File: src/rtl/nn_load_ctrl.sv
// DMA-to-buffer loader: packs DMA beats into wide words, fills the image buffer, then ping-pong weight banks.
// Optional NN_LOAD_STALL_CNT_EN adds o_stall_cnt, a saturating count of back-pressured WGT beats.
module nn_load_ctrl #(
    parameter int unsigned DMA_WIDTH       = 16,
    parameter int unsigned WORD_BEATS      = 3,
    parameter int unsigned WORD_WIDTH      = DMA_WIDTH * WORD_BEATS,
    parameter int unsigned COLUMN_NUM      = 6,
    parameter int unsigned IMEM_ADDR_WIDTH = 10,
    parameter int unsigned WMEM_ADDR_WIDTH = 7,
    parameter int unsigned SET_WIDTH       = 8
) (
    input  logic                       i_clk,
    input  logic                       i_rst,
    input  logic                       i_start,
    input  logic [IMEM_ADDR_WIDTH-1:0] i_img_words,
    input  logic [WMEM_ADDR_WIDTH-1:0] i_wgt_rows,
    input  logic [SET_WIDTH-1:0]       i_wgt_sets,
    input  logic                       i_dma_valid,
    input  logic [DMA_WIDTH-1:0]       i_dma_data,
    output logic                       o_dma_ready,
    output logic                       o_img_wr_en,
    output logic [IMEM_ADDR_WIDTH-1:0] o_img_wr_addr,
    output logic [WORD_WIDTH-1:0]      o_img_wr_data,
    output logic [COLUMN_NUM-1:0]      o_wmem_wr_en,
    output logic                       o_wmem_wr_bank,
    output logic [WMEM_ADDR_WIDTH-1:0] o_wmem_wr_addr,
    output logic [WORD_WIDTH-1:0]      o_wmem_wr_data,
    output logic [1:0]                 o_bank_full,
    input  logic [1:0]                 i_bank_release,
    output logic                       o_busy,
`ifdef NN_LOAD_STALL_CNT_EN
    output logic [15:0]                o_stall_cnt,
`endif
    output logic                       o_done
);

    localparam int unsigned BW = $clog2(WORD_BEATS);
    localparam int unsigned CW = (COLUMN_NUM > 1) ? $clog2(COLUMN_NUM) : 1;
    localparam logic [BW-1:0] LAST_BEAT = BW'(WORD_BEATS - 1);
    localparam logic [CW-1:0] LAST_COL  = CW'(COLUMN_NUM - 1);

    typedef enum logic [1:0] {StIdle, StImg, StWgt, StDone} state_e;

    state_e                       state_q;
    logic [BW-1:0]                beat_q;
    logic [WORD_WIDTH-DMA_WIDTH-1:0] data_q;
    logic [IMEM_ADDR_WIDTH-1:0]   img_addr_q;
    logic [IMEM_ADDR_WIDTH-1:0]   img_words_q;
    logic [WMEM_ADDR_WIDTH-1:0]   wgt_rows_q;
    logic [SET_WIDTH-1:0]         wgt_sets_q;
    logic [CW-1:0]                col_q;
    logic [WMEM_ADDR_WIDTH-1:0]   row_q;
    logic [SET_WIDTH-1:0]         set_q;
    logic                         bank_ptr_q;

    logic                  dma_accept;
    logic                  last_beat;
    logic                  set_done;
    logic [1:0]            set_mask;
    logic [1:0]            bank_full_d;
    logic [WORD_WIDTH-1:0] word_w;

    // Ready is decoded from registered state so a release re-opens it one cycle later.
    assign o_dma_ready = (state_q == StImg) | ((state_q == StWgt) & ~o_bank_full[bank_ptr_q]);

    always_comb begin
        dma_accept  = i_dma_valid & o_dma_ready;
        last_beat   = (beat_q == LAST_BEAT);
        word_w      = {i_dma_data, data_q};
        set_done    = (state_q == StWgt) & dma_accept & last_beat &
                      (col_q == LAST_COL) & (row_q == wgt_rows_q);
        set_mask    = '0;
        if (set_done) begin
            set_mask[bank_ptr_q] = 1'b1;
        end
        bank_full_d = (o_bank_full & ~i_bank_release) | set_mask;
    end

    always_ff @(posedge i_clk or negedge i_rst) begin
        if (!i_rst) begin
            state_q        <= StIdle;
            beat_q         <= '0;
            data_q         <= '0;
            img_addr_q     <= '0;
            img_words_q    <= '0;
            wgt_rows_q     <= '0;
            wgt_sets_q     <= '0;
            col_q          <= '0;
            row_q          <= '0;
            set_q          <= '0;
            bank_ptr_q     <= 1'b0;
            o_img_wr_en    <= 1'b0;
            o_img_wr_addr  <= '0;
            o_img_wr_data  <= '0;
            o_wmem_wr_en   <= '0;
            o_wmem_wr_bank <= 1'b0;
            o_wmem_wr_addr <= '0;
            o_wmem_wr_data <= '0;
            o_bank_full    <= '0;
            o_busy         <= 1'b0;
            o_done         <= 1'b0;
        end else begin
            o_img_wr_en  <= 1'b0;
            o_wmem_wr_en <= '0;
            o_done       <= 1'b0;
            o_bank_full  <= bank_full_d;

            // Partial beats are stored in place; the last beat goes straight to the write port.
            if (dma_accept && !last_beat) begin
                data_q[beat_q*DMA_WIDTH +: DMA_WIDTH] <= i_dma_data;
                beat_q <= beat_q + 1'b1;
            end

            unique case (state_q)
                StIdle: begin
                    if (i_start) begin
                        state_q     <= StImg;
                        img_words_q <= i_img_words;
                        wgt_rows_q  <= i_wgt_rows;
                        wgt_sets_q  <= i_wgt_sets;
                        img_addr_q  <= '0;
                        beat_q      <= '0;
                        col_q       <= '0;
                        row_q       <= '0;
                        set_q       <= '0;
                        o_busy      <= 1'b1;
                    end
                end
                StImg: begin
                    if (dma_accept && last_beat) begin
                        beat_q        <= '0;
                        o_img_wr_en   <= 1'b1;
                        o_img_wr_addr <= img_addr_q;
                        o_img_wr_data <= word_w;
                        if (img_addr_q == img_words_q) begin
                            state_q <= (wgt_sets_q == '0) ? StDone : StWgt;
                        end else begin
                            img_addr_q <= img_addr_q + 1'b1;
                        end
                    end
                end
                StWgt: begin
                    if (dma_accept && last_beat) begin
                        beat_q         <= '0;
                        o_wmem_wr_en   <= COLUMN_NUM'(1) << col_q;
                        o_wmem_wr_bank <= bank_ptr_q;
                        o_wmem_wr_addr <= row_q;
                        o_wmem_wr_data <= word_w;
                        if (col_q == LAST_COL) begin
                            col_q <= '0;
                            if (row_q == wgt_rows_q) begin
                                row_q      <= '0;
                                bank_ptr_q <= ~bank_ptr_q;
                                set_q      <= set_q + 1'b1;
                                if (set_q + 1'b1 == wgt_sets_q) begin
                                    state_q <= StDone;
                                end
                            end else begin
                                row_q <= row_q + 1'b1;
                            end
                        end else begin
                            col_q <= col_q + 1'b1;
                        end
                    end
                end
                StDone: begin
                    o_done  <= 1'b1;
                    o_busy  <= 1'b0;
                    state_q <= StIdle;
                end
                default: state_q <= StIdle;
            endcase
        end
    end

`ifdef NN_LOAD_STALL_CNT_EN
    always_ff @(posedge i_clk or negedge i_rst) begin
        if (!i_rst) begin
            o_stall_cnt <= '0;
        end else if (state_q == StIdle && i_start) begin
            o_stall_cnt <= '0;
        end else if (state_q == StWgt && i_dma_valid && !o_dma_ready &&
                     o_stall_cnt != 16'hFFFF) begin
            o_stall_cnt <= o_stall_cnt + 1'b1;
        end
    end
`endif

endmodule

File: config.mk
export PLATFORM = sky130hd
export DESIGN_NAME = nn_load_ctrl
export DESIGN_NICKNAME = d
export VERILOG_FILES = /design/src/rtl/nn_load_ctrl.sv
export SDC_FILE = /design/constraint.sdc
export NUM_CORES = 1
export LEC_CHECK = 0
export ABC_AREA = 1
export BUFFER_PORTS_ARGS = -buffer_cell sky130_fd_sc_hd__buf_2
export CORE_MARGIN = 2
export CORE_UTILIZATION = 55
export DETAILED_ROUTE_END_ITERATION = 12
export PLACE_DENSITY_LB_ADDON = 0.12
export SLEW_MARGIN = 5
export SYNTH_ARGS = -nofsm -noshare
export SYNTH_HDL_FRONTEND = slang
export SYNTH_SLANG_ARGS = --single-unit
File: constraint.sdc
create_clock -name i_clk -period 2.14 [get_ports i_clk]
set_input_delay 0.107 -clock i_clk [delete_from_list [all_inputs] [get_ports i_clk]]
set_output_delay 0.107 -clock i_clk [all_outputs]
set_load 0.03 [all_outputs]
-- Yosys cells after proc, flatten, opt, wreduce, memory -nomap -nowiden
Cells that the tools add are included.
Widths: inputs -> output; s select.
- word-level logic and storage cells: 124
- register bits after elaboration: 215
- bitwise operators: 12
- magnitude comparators: 2
- reduce and logical (&&, ||, !) cells: 20
- equality and inequality tests: 16
- $add $sub $neg: 6
- shifts and indexed selects: 3
- mux-type cells: 44
- operator list (kind ; count):
    $neg 6->34 ; 1
    $shift 16x34->32 const A ; 1
    $shiftx 16x34->32 ; 1
    $bwmux 32 ; 1
    $mux 8 ; 4
    $mux 10 ; 3
    $mux 7 ; 4
    $mux 2 ; 11
    $pmux 10 s2 ; 1
    $pmux 8 s2 ; 1
    $pmux 7 s2 ; 1
    $mux 6 ; 2
    $ne 2x1->1 const B ; 6
    $reduce_and 4->1 ; 3
    $add 10x1->10 const B ; 1
    $eq 10x10->1 ; 1
    $mux 3 ; 3
    $add 8x1->8 const B ; 1
    $eq 8x8->1 ; 1
    $logic_not 8->1 ; 1
    $mux 1 ; 8
    $pmux 2 s4 ; 1
    $reduce_and 2->1 ; 4
    $add 7x1->7 const B ; 1
    28 further kinds ; 41

-- Logic depth before layout (Yosys ltp)
Gate-level depths: netlist of run 1.
- word-level depth: 12
- mapped depth: 14
- mapped depth without buffers: 14

-- Least setup slack after synthesis of run 1
Ideal clock, no wire load.
- path type: flip-flop to flip-flop
- start point: register state_q[0]
- end point: register set_q[1]
- stages on the path, launching flop included: 13
- arrival time: 1830 ps
- clock period less this slack: 1950 ps
- setup time: 120 ps
- path slack: 190 ps
- data required time: 2020 ps
- path buffers: 1
- cells stage by stage: dfrtp_1 -> inv_1 -> ha_1 -> nand3_1 -> nand2_2 -> nand3_2 -> nand2_1 -> o21ai_2 -> nor2_4 -> nand2_4 -> buf_6 -> o21ai_1 -> nand2_1
- cells in the longest elaborated chain, start to end: 7
- RTL lines (element ; line ; RTL):
    start: declaration ; 44 ; state_e state_q;
    start signal: assignment ; 81 ; state_q <= StIdle;
    start signal: assignment ; 117 ; state_q <= StImg;
    start signal: assignment ; 136 ; state_q <= (wgt_sets_q == '0) ? StDone : StWgt;
    $eq 2x2->1 ; 64 ; assign o_dma_ready = (state_q == StImg) | ((state_q == StWgt) & ~o_bank_full[bank_ptr_q]);
    $and 1x1->1 ; 64 ;
    $or 1x1->1 (*) ; 64 ;
    named net o_dma_ready ; 20 ; output logic o_dma_ready,
    $and 1x1->1 (*) ; 67 ; dma_accept = i_dma_valid & o_dma_ready;
    $logic_and 1x1->1 (*) ; 143 ; if (dma_accept && last_beat) begin
    $ne 2x1->1 (no source line) (*) ; -- ;
    $reduce_and 5->1 (no source line) (*) ; -- ;
    end signal: assignment ; 154 ; set_q <= set_q + 1'b1;
    end: declaration ; 53 ; logic [SET_WIDTH-1:0] set_q;
The timed path passes the listed nets; every way through them passes the cells marked *.
A chain may end at the register's enable or synchronous reset.

-- Worst setup path in the final report of run 1
- start point: register state_q[0]
- end point: register set_q[1]
- cells in the longest elaborated chain, start to end: 7
- RTL lines (element ; line):
    $eq 2x2->1 ; 64, 114
    $and 1x1->1 ; 64
    $or 1x1->1 ; 64
    $and 1x1->1 ; 67
    $logic_and 1x1->1 ; 143
    $ne 2x1->1 (no source line) ; --
    $reduce_and 5->1 (no source line) ; --
Several ways; a longest one is shown, not always the timed one.

==> metrics.md, run 1 <==
| Metric | Value |
|---|---|
| CTS Buf Count | `22` |
| Crit share post-route | `0.912` |
| Core outline area | `16500 µm²` |
| Initial Util | `0.560` |
| Number of nets in the layout | `1309` |
| Area grow syn2layout | `25.9%` |
| Residual DRC count | `0` |
| Synth area leader | `dfrtp_1` |
| Number of global-route vias before repair | `7139` |
| Post-route insts no fill | `between 1000 and 1500` |
| Final hold vios | `0` |
| WS Path Type | `reg -> reg` |
| Max-cap violations | `0` |
| Die X | `between 100 and 150 µm` |
| Fraction of layout instances using a drive strength above 1 | `0.202` |
| Async set-or-reset flop fraction in the synthesized netlist | `1.00` |
| Slew Viols, Final | `0` |
| Outcome | `finished clean` |
| Clock latency on the worst-skew pair | `500 ps` |
| Distinct cell type count after synthesis | `32` |
| H-tree depth | `1` |
| Yosys warning count | `0` |
| Syn nets | `1096` |
| CTS tree | `yes` |
| Max Clk Rate | `512 MHz` |
| Setup crit end kind | `flop` |
| WL per Instance | `around 15 µm` |
| Yosys top cell area share | `0.584` |
| Global-route wire length before repair | `36700 µm` |
| Top FF cell, synth | `dfrtp_1` |
| Drt first pass iters | `4` |
| Commonest non-fill, non-tap cell in the layout | `nand2_1` |
| Worst Tran Pin Value | `584 ps` |
| Seq/Total Area, Yosys | `0.584` |
| Critical path startpoint category | `flop` |
| Number of synthesized flops with an enable pin | `0` |
| Placed Cells | `1401` |
| Antenna Nets Post-Route | `0` |
| DPL Wire Length | `about 15000 µm` |
| Gr usage total | `0.256` |
| Critical Path Max Stage Delay | `around 440 ps` |
| GRT overflow | `0` |
| P_leak | `between 5 and 6 nW` |
| Setup Total Neg Slack | `0 ps` |
| Cell Area, Synth | `just over 9000 µm²` |
| Iter 0 DRT Violations | `462` |
| Slew margin rel. | `0.611` |
| Num rows | `47` |
| Seq cells post-synth | `215` |
| Slowest cell on the critical path | `dfrtp_1` |
| Port-buffer cells | `172` |
| Final wirelength | `22700 µm` |
| DP Area | `10400 µm²` |
| Clock-pin slew on the worst setup and hold paths | `~60 ps` |
| Placer congestion estimate | `0.833` |
| Clock Tree Root | `clkbuf_16` |
| Worst path arrival time | `around 2400 ps` |
| CP Max Fanout | `23` |
| Post-Syn Area per Cell | `8.88 µm²` |
| Number of fill cells | `1323` |
| N_diodes | `0` |
| Most frequent cells in the layout | `nand2_1, dfrtp_1, buf_2, o21ai_0, inv_1` |
| Synth area leaders | `dfrtp_1, nand2_1, o21ai_0` |
| Total Die Area | `approximately 18000 µm²` |
| Mapped Cells | `1038` |
| Pwr Density | `between 1000 and 1500 nW/µm²` |
| Clock Skew | `7.44 ps` |
| I/O Pins | `between 150 and 200` |
| Die height | `133 µm` |
| Vias per cell | `approximately 5.1` |
| Cell breakdown of the critical path | `inv_2 > ha_1 > nand3_1 > nand2_2 > nand3_2 > nand2_2 > o21ai_2 > nor2_4 > nand2_8 > nor2_4 > nand2_1 > nand2_1` |
| Clk sinks | `215` |
| Worst EP required | `2570 ps` |
| Vias post-DR | `7593` |
| Fin crit period | `1950 ps` |
| Worst vdd ir | `0.817 mV` |
| Clock Path Buffers | `3` |
| Initial antenna violation count | `0` |
| Setup Viol. Count Final | `0` |
| Largest net degree at the start of global routing | `115` |
| Design area | `11600 µm²` |
| Hold Crit Class | `in -> reg` |
==> layer usage <==
metal,share of wire,global-route usage,vias up
li1,-,-,3760
met5,0,0,-
met3,0.059,0.0430,37
met1,0.44,0.358,3568
met2,0.48,0.420,228
met4,0.021,0.0656,0
==> kinds of logic after synthesis <==
| family | share of synthesized area |
|---|---|
| AND/OR/NAND/NOR | 0.196 |
| XOR/XNOR | 0.0190 |
| AO/OA/AOI/OAI | 0.112 |
| buffers and inverters | 0.0752 |
| adder cells (fa/ha/maj) | 0.0149 |
| flip-flops | 0.584 |
==> per-stage QoR <==
step,util,setup WS [ps],total power [mW],hold slack (ps)
5_1_grt,0.705,-3.46,17.2,82.3
3_3_place_gp,0.629,264,11.9,156
4_1_cts,0.703,114,16.2,42.2
3_5_place_dp,0.629,144,12.0,160
6_report,0.705,189,16.2,49.9
2_1_floorplan,-,190,10.2,-189
==> final timing paths <==
path | start | end | slack [ps] | depth (start not counted)
setup / recovery | state_q[0] | set_q[1] | 190 | 12
hold / removal | i_dma_valid | o_wmem_wr_addr[2] | 50 | 5
setup reg to reg | state_q[0] | set_q[1] | 190 | 12
hold reg to reg | o_wmem_wr_data[9] | o_wmem_wr_data[9] | 480 | 2
max in group asynchronous | i_rst | wgt_rows_q[1] | 1220 | 3
min in group asynchronous | i_rst | o_img_wr_data[9] | 190 | 2
==> flip-flops by register name (all words and copies together) (netlist names) <==
register,cells
img_words_q,10
o_busy,1
o_wmem_wr_en,6
o_wmem_wr_addr,7
data_q,32
row_q,7
bank_ptr_q,1
o_img_wr_addr,10
state_q,2
o_bank_full,2
wgt_sets_q,8
o_img_wr_data,48
o_img_wr_en,1
beat_q,2
set_q,8
col_q,3
img_addr_q,10
o_wmem_wr_data,48
o_wmem_wr_bank,1
wgt_rows_q,7
o_done,1
==> area by class of cell <==
cell class	count	area, µm²	share of cell area
clock buffer	28	644	0.0555
timing repair buffer	237	1570	0.135
inverter	113	425	0.0367
clock inverter	11	135	0.0116
tap	220	275	0.0237
sequential	215	5380	0.464
multi-input combinational	662	3170	0.274
==> cells in the mapped netlist, types with 2 or more instances <==
master,number
buf_2,15
dfrtp_1,215
xor2_1,10
ha_1,11
nor2_4,2
inv_2,2
clkbuf_2,2
o21ai_2,3
o21ai_0,170
nor2_1,33
nand2_2,2
nand3b_1,2
nor3_1,10
nand2_1,292
nand3_1,69
a21oi_1,7
a211oi_1,2
o21ai_1,18
buf_6,9
nand4_1,10
xnor2_1,10
clkbuf_1,21
o22ai_1,2
inv_1,110
or2_2,4
==> worst max-delay path: cells and delay by family, from the launching register on <==
| family | cells | cell delay, ps |
|---|---|---|
| buf+inv | 1 | 110 |
| fa+ha+maj | 1 | 170 |
| compound gates | 1 | 70 |
| simple gates | 9 | 1110 |
| flops | 1 | 440 |
==> where the power goes <==
part	internal (mW)	switching, mW
Combinational	1.80	4.11
Clock	2.49	1.58
Sequential	5.39	0.794
==> timing repair <==
item	in CTS	in global routing
resized for setup	0	6
hold buffers	45	0
buffers inserted	0	1
hold endpoints to repair	159	0
endpoints found under the setup margin	0	28
Note: power is estimated with default switching activity, not from simulation.
==> run 2, diff against run 1 <==
BUFFER_PORTS_ARGS = not set   (was -buffer_cell sky130_fd_sc_hd__buf_2)
CORE_MARGIN = 8   (was 2)
CORE_UTILIZATION = 63   (was 55)
DONT_BUFFER_PORTS = 1   (was not set)
==> run 2 against run 1 <==
The run now ends with hold timing left. Global-route usage decreased by 1.1 points. Wire length increased by 4.6%. Core utilization increased by 4.2 points. Flip-flop and latch count unchanged. Power decreased by 3.9%. Largest power group unchanged. Sequential power increased by 28%. Fmax decreased by 6.9%. Critical path depth decreased by 3. Setup slack got worse by 140 ps. Critical endpoint is now wgt_rows_q[6].
==> metrics.md, run 2 (same netlist as run 1, synthesis figures left out) <==
| Metric | Value |
|---|---|
| Fraction of layout instances using a drive strength above 1 | `0.0739 (-0.128)` |
| Placer congestion estimate | `0.871 (+4.6%)` |
| Global-route wire length before repair | `36500 µm (-0.55%)` |
| Final hold vios | `215 (+215)` |
| Hold-fix buffers at CTS | `57 (+27%)` |
| Multi-input gate area | `3180 µm² (+0.28%)` |
| Clock Skew | `12.8 ps (+5.33 ps)` |
| P_leak | `5.17 nW (-14%)` |
| Number of global-route vias before repair | `6964 (-2.5%)` |
| Number of fill cells | `1060 (-20%)` |
| RSZ-0062 raised after global routing | `no` |
| Worst EP required | `2510 ps (-60 ps)` |
| Critical Path Max Stage Delay | `570 ps (+130 ps)` |
| Initial Util | `0.639 (+0.0793)` |
| Outcome | `finished, violations left` |
| Final hold slack | `-690 ps (-740 ps)` |
| Area grow syn2layout | `16.8%` |
| Clock Path Buffers | `3 (unchanged)` |
| Clock latency on the worst-skew pair | `500 ps (about the same)` |
| GR Layer Usage met2 | `0.413 (-0.00671)` |
| Gr usage total | `0.244 (-0.0113)` |
| Clk sinks | `215 (unchanged)` |
| Slew margin rel. | `0.649 (+0.0381)` |
| Drt first pass iters | `5 (+1)` |
| WS Path Type | `reg -> reg` |
| CTS tree | `yes` |
| Hold Crit Class | `in -> async` |
| Cell family with most CP delay | `buffers and inverters` |
| Cell breakdown of the critical path | `inv_2 > ha_1 > buf_4 > nand2_1 > inv_2 > buf_12 > nand2_1 > nand2_1 > dlygate4sd3_1` |
| Iter 0 DRT Violations | `571 (+24%)` |
| CP Max Fanout | `20 (-13%)` |
| H-tree depth | `1 (unchanged)` |
| Comb pwr share | `0.249 (-0.117)` |
| Top Usage Layer GRT | `met2` |
| Seq pwr share | `0.508 (+0.125)` |
| Vias per cell | `5.59 (+9.4%)` |
| WL per Instance | `18.3 µm (+20%)` |
| Slowest cell on the critical path | `dlygate4sd3_1` |
| Number of nets in the layout | `1153 (-12%)` |
| Die X | `137 µm (+2.6%)` |
| Antenna Nets Post-Route | `0 (unchanged)` |
| Residual DRC count | `0 (unchanged)` |
| Crit path top cell by count | `nand2_1` |
| Failing checks | `hold timing` |
| Final wirelength | `23700 µm (+4.6%)` |
| Fin crit period | `2100 ps (+144 ps)` |
| P_int | `9.13 mW (-5.6%)` |
| Clock Tree Root | `clkbuf_16` |
| Worst path arrival time | `2470 ps (+90 ps)` |
| Initial antenna violation count | `1 (+1)` |
| Critical path startpoint category | `flop` |
| Max-cap violations | `0 (unchanged)` |
| Most frequent cells in the layout | `nand2_1, dfrtp_1, o21ai_0, inv_1, nand3_1` |
| Setup Viol. Count Final | `0 (unchanged)` |
| I/O Pins | `173 (unchanged)` |
| Setup crit end kind | `flop` |
| Slew Viols, Final | `0 (unchanged)` |
| GRT overflow | `0 (unchanged)` |
| Clock network power share | `0.242 (-0.009)` |
| Clock-pin slew on the worst setup and hold paths | `50 ps (about the same)` |
| Crit share post-route | `0.979 (+0.0675)` |
| DPL Wire Length | `14800 µm (-3.3%)` |
| Die height | `137 µm (+2.6%)` |
| Num rows | `44 (-6.4%)` |
| Port-buffer cells | `0 (-100%)` |
| Regs by FF count | `o_img_wr_data x48, o_wmem_wr_data x48, data_q x32` |
| Worst vdd ir | `0.903 mV (+11%)` |
| GR Util met1 | `0.300 (-0.0582)` |
| Pwr Density | `1440 nW/µm² (+3.6%)` |
| Max Clk Rate | `477 MHz (-6.9%)` |
| Commonest non-fill, non-tap cell in the layout | `nand2_1` |
| Vias post-DR | `7231 (-4.8%)` |
| Worst Tran Pin Value | `526 ps (-57.8 ps)` |
| Core outline area | `14400 µm² (-12%)` |
| M3 GR Usage | `0.0672 (+0.0242)` |
| Design Power | `15.5 mW (-3.9%)` |
| Switching Share | `0.412 (+0.0109)` |
| CTS Buf Count | `22 (unchanged)` |
| Largest net degree at the start of global routing | `216 (+88%)` |
| Register area | `5380 µm² (about the same)` |
| Setup Total Neg Slack | `0 ps (unchanged)` |
| Worst Path Buf+Inv | `5 (+4)` |
| Net Sw Power | `6.41 mW (-1.3%)` |
| Total Die Area | `18800 µm² (+5.3%)` |
-- run 2: changes by cell type in the layout (fill, tap and decap cells not counted), sizes merged, moves of 2 or more --
cell         previous run  this run
buf                   191        22
dlygate4sd3            45        57
clkbuf                 29        34
clkinv                  8         5
bufinv                  3         1
-- run 2: routing by layer --
layer  vias up  share of wire
met5         -              0
met4         0          0.028
met3        54          0.084
met2       273           0.50
met1      3464           0.39
li1       3440              -
-- run 2: path summary, 6_finish.rpt --
kind                             start           endpoint  slack [ps]  cells past startpoint
min reg2reg                   col_q[0]    o_wmem_wr_en[2]         490                      1
min in group i_clk         i_dma_valid      img_addr_q[0]          40                      4
max reg2reg                 state_q[0]      wgt_rows_q[6]          40                      9
max in group asynchronous        i_rst  o_wmem_wr_data[9]        2400                      0
max                         state_q[0]      wgt_rows_q[6]          40                      9
min                              i_rst      wgt_sets_q[7]        -690                      0
-- run 2: power groups by stage --
stage / clock (mW) / sequential, mW / combinational (mW)
2_1_floorplan: 0 / 7.60 / 2.57
3_3_place_gp: 0 / 7.93 / 3.12
3_5_place_dp: 0 / 7.96 / 3.24
4_1_cts: 3.81 / 7.90 / 3.55
5_1_grt: 3.99 / 8.05 / 4.36
6_report: 3.77 / 7.90 / 3.87
-- run 2: through the flow --
| step | area (µm²) | worst slack (ps) | utilization | std cells | hold slack, ps |
|---|---|---|---|---|---|
| finish | 10800 | 44.1 | 0.746 | 1294 | -690 |
| floorplan | 9220 | 190 | - | 1038 | -189 |
| detailed placement | 9380 | 166 | 0.650 | 1192 | -183 |
| global route | 10800 | 2.58 | 0.746 | 1294 | -711 |
| global placement | 9380 | 249 | 0.650 | 1192 | -183 |
| CTS | 10700 | 41.7 | 0.739 | 1287 | -708 |
-- run 2: cell type report --
| class | count | area share |
|---|---|---|
| inverter | 113 | 0.0395 |
| sequential | 215 | 0.500 |
| tap | 184 | 0.0214 |
| clock buffer | 33 | 0.0616 |
| antenna | 1 | 0.000232 |
| timing repair buffer | 80 | 0.0768 |
| clock inverter | 5 | 0.00488 |
| multi-input combinational | 663 | 0.296 |
-- run 2: what timing repair did --
| item | in CTS | in global routing |
|---|---|---|
| buffers inserted | 0 | 4 |
| setup endpoints to repair | 0 | 54 |
| hold endpoints to repair | 313 | 215 |
| gates resized for setup | 0 | 10 |
